### config.mk
export PLATFORM = sky130hd
export DESIGN_NAME = fifo_rd_pack
export DESIGN_NICKNAME = d
export VERILOG_FILES = /design/src/rtl/fifo_rd_pack.sv
export SDC_FILE = /design/constraint.sdc
export NUM_CORES = 1
export LEC_CHECK = 0
export BUFFER_PORTS_ARGS = -buffer_cell sky130_fd_sc_hd__buf_2
export CAP_MARGIN = 5
export CORE_AREA = 5 5 87 89
export DETAILED_ROUTE_END_ITERATION = 6
export DIE_AREA = 0 0 92 94
export GPL_ROUTABILITY_DRIVEN = 0
export PLACE_DENSITY = 0.7
export SLEW_MARGIN = 10
export SYNTH_ARGS = -nofsm -noshare
export SYNTH_HDL_FRONTEND = slang
export SYNTH_SLANG_ARGS = --single-unit
### constraint.sdc
create_clock -name rclk -period 4.1 [get_ports rclk]
set_clock_uncertainty 0.1 [all_clocks]
set_input_delay 0.82 -clock rclk [delete_from_list [all_inputs] [get_ports rclk]]
set_output_delay 0.82 -clock rclk [all_outputs]
set_load 0.02 [all_outputs]
### src/rtl/fifo_rd_pack.sv
// Read-side drain and width packer: pops D_SIZE-bit words from the async FIFO and packs RATIO of them per beat.
// Optional beat statistics counter on stat_beats is built only when FIFO_RD_PACK_STAT_EN is defined.
module fifo_rd_pack #(
  parameter int D_SIZE = 8,
  parameter int RATIO  = 4,
  localparam int CW    = $clog2(RATIO + 1)
) (
  input  logic                     rclk,
  input  logic                     rrst,
  input  logic                     empty,
  input  logic [D_SIZE-1:0]        rdata,
  output logic                     ren,
  input  logic                     flush,
  output logic [RATIO*D_SIZE-1:0]  out_data,
  output logic [CW-1:0]            out_cnt,
  output logic                     out_valid,
  input  logic                     out_ready
`ifdef FIFO_RD_PACK_STAT_EN
  ,
  output logic [15:0]              stat_beats
`endif
);

  localparam int AW = $clog2(RATIO);
  localparam logic [AW-1:0] LAST = AW'(RATIO - 1);

  logic [RATIO*D_SIZE-1:0] acc_q, acc_d, acc_wr;
  logic [AW-1:0]           acc_cnt_q, acc_cnt_d;
  logic                    flush_pend_q, flush_pend_d;
  logic [RATIO*D_SIZE-1:0] out_data_q, out_data_d;
  logic [CW-1:0]           out_cnt_q, out_cnt_d;
  logic                    out_valid_q, out_valid_d;
  logic                    out_free, pop, full, flush_req, serve;
  logic [CW-1:0]           part_cnt;

  always_comb begin
    out_free  = !out_valid_q || out_ready;
    pop       = !empty && ((acc_cnt_q != LAST) || out_free);
    full      = pop && (acc_cnt_q == LAST);
    part_cnt  = CW'(acc_cnt_q) + CW'(pop);
    flush_req = flush_pend_q || flush;
    // A full beat wins over a flush; the accumulator is empty afterwards anyway.
    serve     = flush_req && (part_cnt != '0) && out_free && !full;

    acc_wr = acc_q;
    for (int i = 0; i < RATIO; i++) begin
      if (pop && (acc_cnt_q == AW'(i))) acc_wr[i*D_SIZE +: D_SIZE] = rdata;
    end

    acc_d        = acc_wr;
    acc_cnt_d    = pop ? acc_cnt_q + AW'(1) : acc_cnt_q;
    out_data_d   = out_data_q;
    out_cnt_d    = out_cnt_q;
    out_valid_d  = out_ready ? 1'b0 : out_valid_q;
    flush_pend_d = flush_req && !full && !serve && (part_cnt != '0);

    // Lanes above the fill count are already zero, so a partial beat needs no masking.
    if (full || serve) begin
      out_data_d  = acc_wr;
      out_cnt_d   = part_cnt;
      out_valid_d = 1'b1;
      acc_d       = '0;
      acc_cnt_d   = '0;
    end
  end

  always_ff @(posedge rclk or posedge rrst) begin
    if (rrst) begin
      acc_q        <= '0;
      acc_cnt_q    <= '0;
      flush_pend_q <= 1'b0;
      out_data_q   <= '0;
      out_cnt_q    <= '0;
      out_valid_q  <= 1'b0;
    end else begin
      acc_q        <= acc_d;
      acc_cnt_q    <= acc_cnt_d;
      flush_pend_q <= flush_pend_d;
      out_data_q   <= out_data_d;
      out_cnt_q    <= out_cnt_d;
      out_valid_q  <= out_valid_d;
    end
  end

`ifdef FIFO_RD_PACK_STAT_EN
  logic [15:0] stat_q, stat_d;

  always_comb begin
    stat_d = stat_q + 16'(out_valid_q && out_ready);
  end

  always_ff @(posedge rclk or posedge rrst) begin
    if (rrst) stat_q <= '0;
    else      stat_q <= stat_d;
  end

  assign stat_beats = stat_q;
`endif

  assign ren       = pop && !rrst;
  assign out_data  = out_data_q;
  assign out_cnt   = out_cnt_q;
  assign out_valid = out_valid_q;

endmodule

==> results of run 1 <==
[layout make-up]
type	count	area, sq um
sequential	71	1780
timing repair buffer	51	260
tap	80	100
clock buffer	16	170
multi-input combinational	162	1030
fill	623	3330
inverter	3	11.3
[state kept, by name, indices dropped and copies added (netlist names)]
signal,flops
acc_cnt_q,2
out_cnt,3
out_data,32
flush_pend_q,1
acc_q,32
out_valid,1
[through the flow]
step	hold slack, ns	worst slack, ns	power, W	cell area (sq um)
global placement	0.369	0.737	0.00229	3180
global route	0.407	0.741	0.00301	3350
floorplan	0.353	0.471	0.00201	2890
CTS	0.392	0.957	0.00283	3350
detailed placement	0.371	0.618	0.00234	3180
finish	0.393	0.969	0.00279	3350
[worst max-delay path: stages]
cell and delay (ns):
buf_2 0.11, nor2b_1 0.39, a21oi_1 0.17, ha_1 0.21
ha_1 0.32, o32ai_4 0.37, nor2_2 0.22, a21oi_1 0.49
and2_1 0.21
[kinds of logic (layout without fill, tap and decap cells)]
family	after synthesis	after routing	share of synthesized area (%)
AO/OA/AOI/OAI	41	41	8.23
buffers and inverters	17	70	2.99
AND/OR/NAND/NOR	79	79	12.1
flip-flops	71	71	61.5
multiplexers	36	36	12.6
adder cells (fa/ha/maj)	6	6	2.60
[cell usage in the layout (no fill, tap or decap)]
cell / Yosys / layout
clkbuf_1: 3 / 5
and2_1: 9 / 9
ha_1: 6 / 6
inv_2: 0 / 1
a21oi_1: 35 / 35
nor2_2: 1 / 1
mux2i_1: 32 / 32
nor2_1: 58 / 58
a21oi_4: 0 / 1
a211oi_1: 1 / 1
nand2b_1: 2 / 2
mux2_2: 1 / 1
nor3_1: 1 / 1
a211o_1: 1 / 1
nand2_1: 1 / 1
buf_4: 1 / 2
dfrtp_1: 71 / 71
buf_2: 9 / 49
inv_1: 3 / 2
nand3b_1: 4 / 4
clkbuf_8: 0 / 11
mux2_1: 3 / 3
nand3_1: 1 / 1
o32ai_4: 1 / 1
nor2b_1: 2 / 2
o21ai_0: 2 / 2
[where the power goes]
| part | switching (W) | total, W | internal [W] | leakage, nW |
|---|---|---|---|---|
| Clock | 0.000242 | 0.000496 | 0.000255 | 0.0850 |
| Sequential | 0.000135 | 0.00113 | 0.000997 | 0.913 |
| Combinational | 0.000748 | 0.00117 | 0.000418 | 0.784 |
[worst min path at each step]
| stage | cells past startpoint | end | start |
|---|---|---|---|
| after floorplan | 1 | acc_q[24] | acc_q[24] |
| after global placement | 1 | acc_q[31] | acc_q[31] |
| after detailed placement | 1 | acc_q[30] | acc_q[30] |
| after CTS | 1 | acc_q[30] | acc_q[30] |
| after global routing | 1 | acc_q[31] | acc_q[31] |
| final | 1 | acc_q[30] | acc_q[30] |
[metal layers]
metal / wire length, um / part of all wire [%] / up-vias
met3: 258 / 4.4 / 12
met5: 0 / 0 / -
met4: 129 / 2.2 / 0
met2: 2870 / 49 / 39
met1: 2600 / 44 / 959
li1: - / - / 933
==> run metrics, run 1 <==
Unique masters post-synth=25; Post-synth EDFFs=0; Detailed Place HPWL=between 4 and 5 mm; biggest area consumer among synthesized cells=dfrtp_1; Critical Path AT=3.31 ns; critical path required time=4.28 ns; root buffer cell=clkbuf_8; vias in the first global route=2029; share of the synthesized area in the top cell type=61.5%; Synthesized Nets=around 270; Area Overhead vs Synth=16.0%; worst setup path endpoint=acc_q[27]; TritonCTS clock tree=built; total iterations of the first detailed-routing run=4; Worst-path clk slew=0.07 ns; Max-Cap Viols=0; fraction of layout cells with a size suffix above 1=22.1%; crit path time final=approximately 3.1 ns; first-pass GRT wire length=9.80 mm; top post-synthesis cells by count=dfrtp_1 (71), nor2_1 (58), a21oi_1 (35); top-count cell post-synth=dfrtp_1; reg2reg end=acc_q[27]; outcome=complete, no violations; Synth async-reset ratio=100%; Sink Count=71; Antenna Violating Nets Remaining=0; vias per cell=5.07; final hold vios=0; Initial Util=43.3%; VDD IR max=about 0.48 mV; Layout Utilization=50.2%; initial drt markers=101; antenna violations before repair=0; Core ar.=approximately 6700 sq um; Rows=30; worst slew pin tran=0.869 ns; global route hottest layer=met2; die area=8650 sq um; RSZ-0062 raised after global routing=false; Yosys reg bits=71; Syn. warnings=0; post-CTS sizing=0; Die H=94 um; relative slew slack=42.1%; # IOs=50; Die Wd=92 um; sequential area share after synthesis=roughly 61%; Reg2Reg Setup Slack=1.13 ns; Post-Syn Area=2890 sq um; I/O Buffers=49; crit path kind=input pin to flip-flop; Synth area leaders=dfrtp_1 (61%), mux2i_1 (11%), nor2_1 (7.5%); final wirelength=5.85 mm; nets=317; Max Fclk=319 MHz; met2 usage=a little under a quarter; P_leak=1.78 nW; setup TNS=0 ns; DR vias=slightly below 2000; FF-to-FF Start=out_valid; R2R depth=8; Critical path origin=out_ready; Critical Path Start Type=input pin; CP max FO=11; Setup Fix Bufs, Post-CTS=0; Placed Cells incl. Taps=about 370; Max H-tree Level=3; final setup vio count=0; fin cells=383; antenna cells=0; Clock Path Buffers=2; CP endpoint kind=flip-flop; Slew Limit Fails=0; global routing usage on met3=4.25%; DRC violations left=0; global routing usage on met1=around 18%; CTS Buf Count=9; Syn Area/Cell=11.6 sq um; Post-CTS Hold Fix Bufs=0; maximum number of pins on one net before global-route repair=73; cells after synthesis=250; drt wl/cell=15.3 um; total grt overflow=0; clock latency on the worst-skew pair=0.34 ns; period utilization=76.4%; Hold WC Path Type=flip-flop to flip-flop; Most used DFF post-synth=dfrtp_1; Power Dens Cells=between 800 and 900 nW/um^2; GR Util All Layers=14.7%
Note: power is estimated with default switching activity, not from simulation.
==> inputs of run 2 (changes only) <==
==> constraint.sdc (replaced) <==
create_clock -name rclk -period 3.27 [get_ports rclk]
set_clock_uncertainty 0.1 [all_clocks]
set_input_delay 0.654 -clock rclk [delete_from_list [all_inputs] [get_ports rclk]]
set_output_delay 0.654 -clock rclk [all_outputs]
set_load 0.02 [all_outputs]
==> run 2 against run 1 <==
  * Final area rose by 1.3%
  * Die area did not move
  * Final cell count rose by 0.26%
  * Routed wire length rose by 2.0%
  * First-iteration DRC count rose by 14%
  * Global-route usage rose by 0.28 points
  * Combinational power rose by 26%
  * Worst setup slack got worse by 0.58 ns
  * Register-to-register slack got worse by 0.74 ns
  * Power rose by 29%
  * Flip-flop and latch count did not move
  * Worst hold slack got worse by 0.0045 ns
==> run metrics, run 2 (synthesis results as in run 1) <==
crit path kind=flip-flop to flip-flop; Die H=94 um (unchanged); Max H-tree Level=3 (unchanged); vias per cell=4.98 (-1.9%); Antenna Violating Nets Remaining=0 (unchanged); footprint of the multi-input gates=1030 sq um (unchanged); Slew Limit Fails=0 (unchanged); Max-Cap Viols=0 (unchanged); final setup vio count=0 (unchanged); critical path required time=3.45 ns (-0.83 ns); TritonCTS clock tree=built; most frequent CP cell=ha_1; fin cells=384 (+0.26%); Rows=30 (unchanged); final hold vios=0 (unchanged); period utilization=slightly below 90%; drt wl/cell=15.5 um (+1.7%); Initial Util=43.3% (unchanged); CTS Buf Count=9 (unchanged); Detailed Place HPWL=4.07 mm (+1.2%); Placed Cells incl. Taps=368 (+0.27%); antenna violations before repair=0 (unchanged); post-CTS sizing=0 (unchanged); VDD IR max=0.624 mV (+31%); CP top delay family=compound AO/OA/AOI/OAI gates; Worst-path clk slew=0.07 ns (about the same); CP max FO=11 (unchanged); # IOs=50 (unchanged); Area Overhead vs Synth=17.5%; I/O Buffers=49 (unchanged); Layout Utilization=50.8% (+0.64 points); Die Wd=92 um (unchanged); GR Util All Layers=15.0% (+0.28 points); first-pass GRT wire length=9.94 mm (+1.3%); worst slew pin tran=0.869 ns (+0.000764 ns); Clock Path Buffers=2 (unchanged); Sequential cell area=1780 sq um (unchanged); clock latency on the worst-skew pair=0.34 ns (about the same); initial drt markers=115 (+14%); setup TNS=0 ns (unchanged); antenna cells=0 (unchanged); crit path time final=2.88 ns; maximum number of pins on one net before global-route repair=73 (unchanged); relative slew slack=42.0% (-0.051 points); DR vias=1911 (-1.6%); slowest stage cell, crit path=dfrtp_1; fraction of layout cells with a size suffix above 1=23.0% (+0.91 points); Critical Path Start Type=flip-flop; final wirelength=5.97 mm (+2.0%); die area=8650 sq um (unchanged); Sink Count=71 (unchanged); CP Cell Sequence=ha_1, a21oi_1, ha_1, ha_1, o32ai_4, nor2_2, a21oi_1, and2_1; most frequent cells in the layout=dfrtp_1 (71), nor2_1 (58), buf_2 (49); placed inst area=3190 sq um (+0.35%); Power Dens Cells=1060 nW/um^2 (+27%); P_leak=1.80 nW (+0.95%); total grt overflow=0 (unchanged); outcome=complete, no violations; Critical Path AT=3.06 ns (-0.25 ns); Setup Fix Bufs, Post-CTS=0 (unchanged); fill cell count=625 (+0.32%); final instance area=3400 sq um (+1.3%); CP endpoint kind=flip-flop; Post-CTS Hold Fix Bufs=0 (unchanged); vias in the first global route=1976 (-2.6%); number of buffers and inverters on the critical path=0 (-1); DRC violations left=0 (unchanged); Max stage delay on crit path=0.45 ns (-0.04 ns); Max Fclk=347 MHz; commonest non-fill, non-tap cell in the layout=dfrtp_1; nets=318 (+0.32%); total iterations of the first detailed-routing run=4 (unchanged); root buffer cell=clkbuf_8; Hold WC Path Type=flip-flop to flip-flop; Core ar.=6680 sq um (unchanged); RSZ-0062 raised after global routing=false
## run 2: area by class of cell
type	instances	area share, %
clock buffers	14	4.79
clock inverters	2	1.14
inverters	3	0.442
multi-input cells	162	30.5
flip-flops and latches	71	52.3
well taps	80	2.95
repair buffers	52	7.89
## run 2: final timing paths
kind / startpoint / cells after the start / endpoint / slack, ns
setup / recovery: acc_cnt_q[0] / 8 / acc_q[27] / 0.39
hold / removal: acc_q[26] / 1 / acc_q[26] / 0.39
setup reg to reg: acc_cnt_q[0] / 8 / acc_q[27] / 0.39
hold reg to reg: acc_q[26] / 1 / acc_q[26] / 0.39
max in group asynchronous: rrst / 3 / acc_cnt_q[0] / 1.98
min in group asynchronous: rrst / 3 / out_data[21] / 0.54
## run 2: routing by layer
metal  track usage [%]  wire [um]  part of all wire, %  vias to the layer above
met5                 0          0                    0                        -
met4              6.81        157                  2.6                        0
met3              3.93        248                  4.2                       15
met2              23.2       2800                   47                       45
met1              19.8       2760                   46                      920
li1                  -          -                    -                      931
## run 2: worst register-to-register path, stage by stage, from the launching register on
cell and delay, ns:
dfrtp_1 0.45, ha_1 0.35, a21oi_1 0.14, ha_1 0.20, ha_1 0.32, o32ai_4 0.37
nor2_2 0.22, a21oi_1 0.46, and2_1 0.22
## run 2: stage by stage
step	worst slack, ns	power (W)	hold slack, ns
floorplan	0.411	0.00252	0.353
detailed placement	0.314	0.00293	0.371
global route	0.206	0.00388	0.411
global placement	0.326	0.00288	0.369
CTS	0.390	0.00364	0.391
finish	0.388	0.00360	0.389
## run 2: power by group
part / leakage, nW / internal (W) / switching, W / total, W
Sequential: 0.913 / 0.00125 / 0.000175 / 0.00143
Combinational: 0.785 / 0.000528 / 0.000938 / 0.00147
Clock: 0.101 / 0.000397 / 0.000310 / 0.000707
Total: 1.80 / 0.00218 / 0.00142 / 0.00360
==> inputs of run 3 (changes only) <==
--- a/config.mk
+++ b/config.mk
@@ -11,6 +11,7 @@
 export DETAILED_ROUTE_END_ITERATION = 6
 export DIE_AREA = 0 0 92 94
 export GPL_ROUTABILITY_DRIVEN = 0
+export MAX_ROUTING_LAYER = met4
 export PLACE_DENSITY = 0.7
 export SLEW_MARGIN = 10
 export SYNTH_ARGS = -nofsm -noshare
==> run 3 against run 2 <==
  * Final area unchanged
  * Routed wire length increased by 0.69%
  * Combinational power barely moved
  * Flip-flop and latch count unchanged
  * First-iteration DRC count grew 2.6%
  * Global-route usage rose by 0.49 points
  * Sequential share of layout area is the same
  * Non-clock buffer count is the same
  * Utilization stayed put
  * Count of clock-buffer cells in the layout is the same
  * Critical path type unchanged
  * Critical endpoint unchanged
==> run metrics, run 3 (synthesis results as in run 1) <==
Slew Limit Fails=0 (unchanged); Layout Utilization=50.8% (unchanged); post-CTS sizing=0 (unchanged); Critical Path Start Type=flip-flop; # IOs=50 (unchanged); P_leak=1.80 nW (unchanged); VDD IR max=0.623 mV (-0.24%); total grt overflow=0 (unchanged); Met2 Wirelength=2.80 mm (+0.18%); Die H=94 um (unchanged); clock latency on the worst-skew pair=0.34 ns (about the same); Placed Cells incl. Taps=368 (unchanged); Post-CTS Hold Fix Bufs=0 (unchanged); Sink Count=71 (unchanged); Met1 Routed Length=2.87 mm (+3.9%); vias in the first global route=1978 (+0.10%); Setup Fix Bufs, Post-CTS=0 (unchanged); total iterations of the first detailed-routing run=4 (unchanged); Hold WC Path Type=flip-flop to flip-flop; DRC violations left=0 (unchanged); Max stage delay on crit path=0.45 ns (about the same); GR Util All Layers=15.5% (+0.49 points); Initial Util=43.3% (unchanged); CP top delay family=compound AO/OA/AOI/OAI gates; DR WL met3=228 um (-8.1%); CP Cell Sequence=ha_1, a21oi_1, ha_1, ha_1, o32ai_4, nor2_2, a21oi_1, and2_1; maximum number of pins on one net before global-route repair=73 (unchanged); period utilization=88.2% (+0.10 points); Reg2Reg Setup Slack=0.39 ns (about the same); Critical Path AT=3.06 ns (about the same); Top Layer Used=met4; Die Wd=92 um (unchanged); nets=318 (unchanged); critical path required time=3.45 ns (about the same); Clock Path Buffers=2 (unchanged); CP endpoint kind=flip-flop; Detailed Place HPWL=4.07 mm (unchanged); antenna cells=0 (unchanged); DR vias=1907 (-0.21%); Max-Cap Viols=0 (unchanged); first-pass GRT wire length=9.96 mm (+0.20%); TritonCTS clock tree=built; drt wl/cell=15.6 um (+0.69%); Total Power=0.00361 W (+0.20%); Worst-path clk slew=0.07 ns (about the same); initial drt markers=118 (+2.6%); Max H-tree Level=3 (unchanged); commonest non-fill, non-tap cell in the layout=dfrtp_1; crit path kind=flip-flop to flip-flop; CTS Buf Count=9 (unchanged); Fin Hold WS=0.390 ns (+0.00172 ns); die area=8650 sq um (unchanged); Core ar.=6680 sq um (unchanged); most frequent cells in the layout=dfrtp_1 (71), nor2_1 (58), buf_2 (49); Max Fclk=347 MHz (-0.11%); crit path time final=2.88 ns (+0.00330 ns); Area Overhead vs Synth=17.5% (unchanged); fraction of layout cells with a size suffix above 1=23.0% (unchanged); worst slew pin tran=0.871 ns (+0.00125 ns); slowest stage cell, crit path=dfrtp_1; Power Dens Cells=1060 nW/um^2 (+0.20%); CP max FO=11 (unchanged); I/O Buffers=49 (unchanged); fin cells=384 (unchanged); root buffer cell=clkbuf_8; final hold vios=0 (unchanged); number of buffers and inverters on the critical path=0 (unchanged); setup TNS=0 ns (unchanged); Rows=30 (unchanged); final setup vio count=0 (unchanged); relative slew slack=42.0% (-0.083 points); Antenna Violating Nets Remaining=0 (unchanged); outcome=complete, no violations; RSZ-0062 raised after global routing=false; most frequent CP cell=ha_1; final wirelength=6.01 mm (+0.69%); vias per cell=4.97 (-0.21%); antenna violations before repair=0 (unchanged)
## run 3: worst paths after layout
kind	start	endpoint	depth (start not counted)
max reg2reg	acc_cnt_q[0]	acc_q[27]	8
min reg2reg	out_cnt[2]	out_cnt[2]	1
min in group asynchronous	rrst	out_data[21]	3
max	acc_cnt_q[0]	acc_q[27]	8
max in group asynchronous	rrst	out_data[4]	3
min	out_cnt[2]	out_cnt[2]	1
## run 3: per-stage QoR
stage	area [sq um]	worst slack, ns
after global routing	3400	0.204
after floorplan	2890	0.411
after CTS	3400	0.390
final	3400	0.385
after detailed placement	3190	0.314
after global placement	3190	0.326
## run 3: layout make-up
type                    instances  area (sq um)
flip-flops and latches         71          1780
well taps                      80           100
clock buffers                  14           163
multi-input cells             162          1030
fillers                       625          3290
clock inverters                 2          38.8
repair buffers                 52           268
inverters                       3          15.0
## run 3: worst register-to-register path: stages, from the launching register on
cell and delay, ns:
dfrtp_1 0.45, ha_1 0.35, a21oi_1 0.14, ha_1 0.20
ha_1 0.32, o32ai_4 0.37, nor2_2 0.22, a21oi_1 0.45
and2_1 0.22
## run 3: power breakdown
part           internal [W]  switching, W  total (W)
clock              0.000397      0.000314   0.000711
combinational      0.000528      0.000940    0.00147
sequential          0.00125      0.000176    0.00143
total               0.00218       0.00143    0.00361
## run 3: metal layers
layer  global-route usage [%]  up-vias
met5                        -        -
met1                     20.1      918
met3                     3.69       11
li1                         -      932
met4                     6.81        0
met2                     23.2       46
